==> config.mk <==
export PLATFORM = sky130hd
export DESIGN_NAME = instr_fetch
export DESIGN_NICKNAME = d
export VERILOG_FILES = /design/src/rtl/instr_fetch.sv
export SDC_FILE = /design/constraint.sdc
export NUM_CORES = 1
export LEC_CHECK = 0
export ABC_AREA = 1
export BUFFER_PORTS_ARGS = -buffer_cell sky130_fd_sc_hd__buf_2
export CORE_ASPECT_RATIO = 2
export CORE_MARGIN = 5
export CORE_UTILIZATION = 38
export DETAILED_ROUTE_END_ITERATION = 16
export SLEW_MARGIN = 15
export SYNTH_ARGS = -nofsm -noshare
export SYNTH_HDL_FRONTEND = slang
export SYNTH_SLANG_ARGS = --single-unit
==> constraint.sdc <==
create_clock -name clk -period 2.25 [get_ports clk]
set_clock_uncertainty 0.1 [all_clocks]
set_input_delay 0.45 -clock clk [delete_from_list [all_inputs] [get_ports clk]]
set_output_delay 0.45 -clock clk [all_outputs]
set_load 0.1 [all_outputs]
==> src/rtl/instr_fetch.sv <==
// Instruction fetch stage: owns the PC, fetches 16-bit words over a req/ack
// handshake, holds the word for the decoder, stops for good on HALT and
// follows jump/branch redirects.
// Optional build macro: FETCH_TIMEOUT_EN adds a memory-ack watchdog that
// moves the stage into a terminal FAULT state.
module instr_fetch #(
  parameter int unsigned ADDR_W         = 10,
  parameter int unsigned RESET_PC       = 0,
  parameter int unsigned TIMEOUT_CYCLES = 15,
  localparam int unsigned InstrWidth    = 16
) (
  input  logic                  clk,
  input  logic                  rst_n,
  output logic                  mem_req,
  output logic [ADDR_W-1:0]     mem_addr,
  input  logic                  mem_ack,
  input  logic [InstrWidth-1:0] mem_rdata,
  output logic [InstrWidth-1:0] instr,
  output logic                  instr_valid,
  input  logic                  instr_ready,
  input  logic                  halted,
  input  logic                  redirect_valid,
  input  logic [ADDR_W-1:0]     redirect_pc,
  output logic [ADDR_W-1:0]     pc,
  output logic                  fault
);

  typedef enum logic [2:0] {
    S_IDLE   = 3'd0,
    S_WAIT   = 3'd1,
    S_HOLD   = 3'd2,
    S_HALTED = 3'd3,
    S_FAULT  = 3'd4
  } state_t;

  state_t                  r_state;
  logic [ADDR_W-1:0]       r_pc;
  logic [InstrWidth-1:0]   r_instr;
  logic                    r_instr_valid;
  logic                    r_mem_req;
  logic                    r_redir_pend;
  logic [ADDR_W-1:0]       r_redir_pc;

  state_t                  w_state_d;
  logic [ADDR_W-1:0]       w_pc_d;
  logic [InstrWidth-1:0]   w_instr_d;
  logic                    w_instr_valid_d;
  logic                    w_mem_req_d;
  logic                    w_redir_pend_d;
  logic [ADDR_W-1:0]       w_redir_pc_d;

`ifdef FETCH_TIMEOUT_EN
  localparam int unsigned ToW = (TIMEOUT_CYCLES > 1) ? $clog2(TIMEOUT_CYCLES) : 1;

  logic [ToW-1:0]          r_to_cnt;
  logic                    r_fault;
  logic [ToW-1:0]          w_to_cnt_d;
  logic                    w_fault_d;

  assign fault = r_fault;
`else
  // Timeout depth only matters when the watchdog is built in.
  logic w_unused_cfg;
  assign w_unused_cfg = ^TIMEOUT_CYCLES;
  assign fault        = 1'b0;
`endif

  assign mem_req     = r_mem_req;
  assign mem_addr    = r_pc;
  assign pc          = r_pc;
  assign instr       = r_instr;
  assign instr_valid = r_instr_valid;

  // Next-state and next-output decode for the fetch FSM.
  always_comb begin
    w_state_d       = r_state;
    w_pc_d          = r_pc;
    w_instr_d       = r_instr;
    w_instr_valid_d = r_instr_valid;
    w_mem_req_d     = r_mem_req;
    w_redir_pend_d  = r_redir_pend;
    w_redir_pc_d    = r_redir_pc;
`ifdef FETCH_TIMEOUT_EN
    w_to_cnt_d      = r_to_cnt;
    w_fault_d       = r_fault;
`endif
    case (r_state)
      S_IDLE: begin
        w_state_d   = S_WAIT;
        w_mem_req_d = 1'b1;
`ifdef FETCH_TIMEOUT_EN
        w_to_cnt_d  = '0;
`endif
      end
      S_WAIT: begin
        if (mem_ack) begin
          if (r_redir_pend || redirect_valid) begin
            // Stale word: drop it and refetch at the newest redirect target.
            w_pc_d         = redirect_valid ? redirect_pc : r_redir_pc;
            w_redir_pend_d = 1'b0;
`ifdef FETCH_TIMEOUT_EN
            w_to_cnt_d     = '0;
`endif
          end else begin
            w_instr_d       = mem_rdata;
            w_instr_valid_d = 1'b1;
            w_mem_req_d     = 1'b0;
            w_state_d       = S_HOLD;
          end
        end else begin
          if (redirect_valid) begin
            w_redir_pend_d = 1'b1;
            w_redir_pc_d   = redirect_pc;
          end
`ifdef FETCH_TIMEOUT_EN
          if (r_to_cnt == ToW'(TIMEOUT_CYCLES - 1)) begin
            w_state_d       = S_FAULT;
            w_fault_d       = 1'b1;
            w_mem_req_d     = 1'b0;
            w_instr_valid_d = 1'b0;
            w_redir_pend_d  = 1'b0;
          end else begin
            w_to_cnt_d = r_to_cnt + ToW'(1);
          end
`endif
        end
      end
      S_HOLD: begin
        if (halted) begin
          w_state_d = S_HALTED;
        end else if (redirect_valid || instr_ready) begin
          w_pc_d          = redirect_valid ? redirect_pc : r_pc + ADDR_W'(1);
          w_instr_valid_d = 1'b0;
          w_mem_req_d     = 1'b1;
          w_state_d       = S_WAIT;
`ifdef FETCH_TIMEOUT_EN
          w_to_cnt_d      = '0;
`endif
        end
      end
      default: begin
        // HALTED and FAULT are terminal until reset.
      end
    endcase
  end

  // State and output registers with synchronous active-low reset.
  always_ff @(posedge clk) begin
    if (!rst_n) begin
      r_state       <= S_IDLE;
      r_pc          <= ADDR_W'(RESET_PC);
      r_instr       <= '0;
      r_instr_valid <= 1'b0;
      r_mem_req     <= 1'b0;
      r_redir_pend  <= 1'b0;
      r_redir_pc    <= '0;
`ifdef FETCH_TIMEOUT_EN
      r_to_cnt      <= '0;
      r_fault       <= 1'b0;
`endif
    end else begin
      r_state       <= w_state_d;
      r_pc          <= w_pc_d;
      r_instr       <= w_instr_d;
      r_instr_valid <= w_instr_valid_d;
      r_mem_req     <= w_mem_req_d;
      r_redir_pend  <= w_redir_pend_d;
      r_redir_pc    <= w_redir_pc_d;
`ifdef FETCH_TIMEOUT_EN
      r_to_cnt      <= w_to_cnt_d;
      r_fault       <= w_fault_d;
`endif
    end
  end

endmodule

==> implementation parameters <==
Parameter                              Value

Global routing
  Gr usage total    14.73%
  First-pass GRT wire length    8769 um
  Via count of the first global-routing pass    1,921
  Maximum number of pins on one net before global-route repair    33
  Total grt overflow    0
  Antenna violations before repair    0

Yosys
  Number of distinct library cells after synthesis    26
  Post-synth EDFFs    0
  Net count after synthesis    356
  Share of synthesized flip-flops with an asynchronous set or reset    0%
  Predominant post-synthesis flop cell    dfxtp_1
  Post-Synthesis Cell Area    2196 um2
  Fraction of post-synthesis cell area in the top cell type by area    37.38%
  Most common cell in the synthesized netlist    nand2_1
  Sequential share of the synthesized area    37.38%
  Leading cell types by count after synthesis    nand2_1 (48), inv_1 (47), dfxtp_1 (41)
  Mean Syn Cell Area    6.884 um2
  Synthesized flop and latch total    41
  Area contributors post-synth    dfxtp_1 (37%), a21oi_1 (9.1%), o21ai_0 (9.1%)
  Gate Count Post-Synth    319
  Cell taking the most area after synthesis    dfxtp_1
  Warnings from Yosys    0

Hold path
  Min-Delay Path Class    input port to flip-flop
  Worst-case hold path end point    r_redir_pend
  Hold path startpoint    mem_ack
  Number of instances on the worst hold path    2

Placement
  Worst slack at placement    0.4773 ns
  Buffers added on ports    69
  HPWL after detailed placement    4188 um
  RePlAce Congestion    0.8576

Cells and area
  Number of fillers in the final layout    590
  Area growth from synthesis to layout    21.25%
  Count of inserted antenna diode cells    0
  Layout Nets    410
  Share of cells above drive strength 1    24.33%

Detailed routing
  TritonRoute pass-1 iters    4
  Average wire per cell in the routed design    12.46 um
  Via-to-Cell Ratio    4.805
  Vias after detailed routing    2,090
  DRT antenna net count    0
  Remaining DRCs    0
  Drt total wl    5421 um
  First-iteration detailed-routing DRC count    69

Critical path
  Critical path type    flip-flop to flip-flop
  Largest fanout on the critical path    18
  Element type at the critical path end    flip-flop
  FF-to-FF path depth    6
  Arr. time, crit path    1.82 ns
  Worst R2R End    r_redir_pc[5]
  Required time at the worst-slack endpoint    2.31 ns
  Critical Path Start Type    flip-flop
  Worst R2R Start    r_state[0]
  Launching instance or port of the critical path    r_state[0]
  Setup slack of the worst register-to-register path    0.50 ns

Floorplanning
  Initial cell density of the core    38.79%
  Die Y-Extent    117.5 um
  Full die area    7491 um2
  Die X-Extent    63.75 um
  Placeable core area    5660 um2
  Top-Level Pins    71
  FP Rows    39

Timing
  RSZ-0062 raised after global routing    false
  Setup TNS after final layout    0 ns
  Final Cycle Share    77.98%
  Achievable clock frequency    0.5699 GHz
  Final worst slack    0.4954 ns
  Total setup violations reported at the end of the flow    0
  Fin. Hold Viols    0
  Minimum hold slack    0.2882 ns
  Final Max Slew Viols    0
  Minimum clock period after layout    1.755 ns

Clock network
  CTS tree    built
  Clock Path Buffers    2
  Cell at the root of the clock tree    clkbuf_16
  Total of hold buffers inserted after clock tree synthesis    0
  CTS clk-pin slew, worst paths    0.06 ns
  H-tree depth    2
  Clk_lat worst skew    0.29 ns
  Number of buffers added by the clock tree synthesis step    5
  Post-CTS setup buffers    0
  Cells resized by post-CTS repair    0
  Clock Sink Count    41

Outcome
  Outcome    finished, final reports clean

Job
  Number of max-capacitance violations reported    0
## stage by stage
| stage | cell area [um2] | util [%] | cells |
|---|---|---|---|
| after global placement | 2469 | 43.61 | 427 |
| after floorplan | 2196 | - | 319 |
| after detailed placement | 2469 | 43.61 | 427 |
| final | 2663 | 47.04 | 435 |
| after global routing | 2663 | 47.04 | 435 |
| after CTS | 2663 | 47.04 | 435 |
## cells in the final DEF (no fill, tap or decap)
| master | instances |
|---|---|
| buf_2 | 69 |
| nand2_1 | 48 |
| inv_1 | 47 |
| dfxtp_1 | 41 |
| o21ai_0 | 40 |
| a21oi_1 | 40 |
| nor2_1 | 30 |
| nand3_1 | 16 |
| nor3_1 | 8 |
| ha_1 | 5 |
| clkbuf_16 | 5 |
| buf_4 | 4 |
| nand4_1 | 3 |
| nor2_4 | 2 |
| nand2_2 | 2 |
| o21ai_2 | 2 |
| bufinv_16 | 2 |
| nand2_4 | 1 |
| nand3_4 | 1 |
| or2_2 | 1 |
| inv_2 | 1 |
| a21boi_0 | 1 |
| o21bai_1 | 1 |
| o211ai_1 | 1 |
| a211oi_1 | 1 |
| conb_1 | 1 |
| inv_6 | 1 |
## how the worst max path moves through the flow
stage	cells past startpoint	to
after floorplan	6	mem_addr[8]
after global placement	7	r_redir_pc[2]
after detailed placement	8	mem_addr[1]
after CTS	6	r_redir_pc[5]
after global routing	8	mem_addr[2]
final	6	r_redir_pc[5]
## layer usage
| metal | global-route usage (%) | routed length (um) |
|---|---|---|
| met1 | 14.86 | 2021 |
| met2 | 25.76 | 2834 |
| met3 | 4.298 | 366 |
| met4 | 8.713 | 198 |
| met5 | 0 | 0 |
## sequential cells by signal, indices dropped and copies added, names as in the netlist
signal        cells
instr            16
mem_addr         10
r_redir_pc       10
r_state           2
instr_valid       1
mem_req           1
r_redir_pend      1
## cell type report
class	count	area, um2	share of cell area, %
Sequential cell	41	820.8	30.83
Inverter	48	180.2	6.767
Tap cell	61	76.32	2.867
Timing Repair Buffer	73	375.4	14.10
Clock inverter	3	68.82	2.585
Clock buffer	5	125.1	4.699
Multi-Input combinational cell	204	1016	38.16
## logic make-up after synthesis
kind of cell / after synthesis / synth area share [%]
AND/OR/NAND/NOR: 112 / 22.85
AO/OA/AOI/OAI: 86 / 20.40
buffers and inverters: 74 / 16.35
flip-flops: 41 / 37.38
adder cells (fa/ha/maj): 5 / 2.849
other: 1 / 0.1708
## critical path: stages (launching register included)
cell	delay, ns
dfxtp_1	0.39
ha_1	0.32
nand2_1	0.15
inv_1	0.18
nand2_2	0.22
o21ai_0	0.21
a21oi_1	0.06
Power is left out: the tool's default activity adds up to more than one toggle a clock period on the data nets, which glitch-free logic cannot reach.
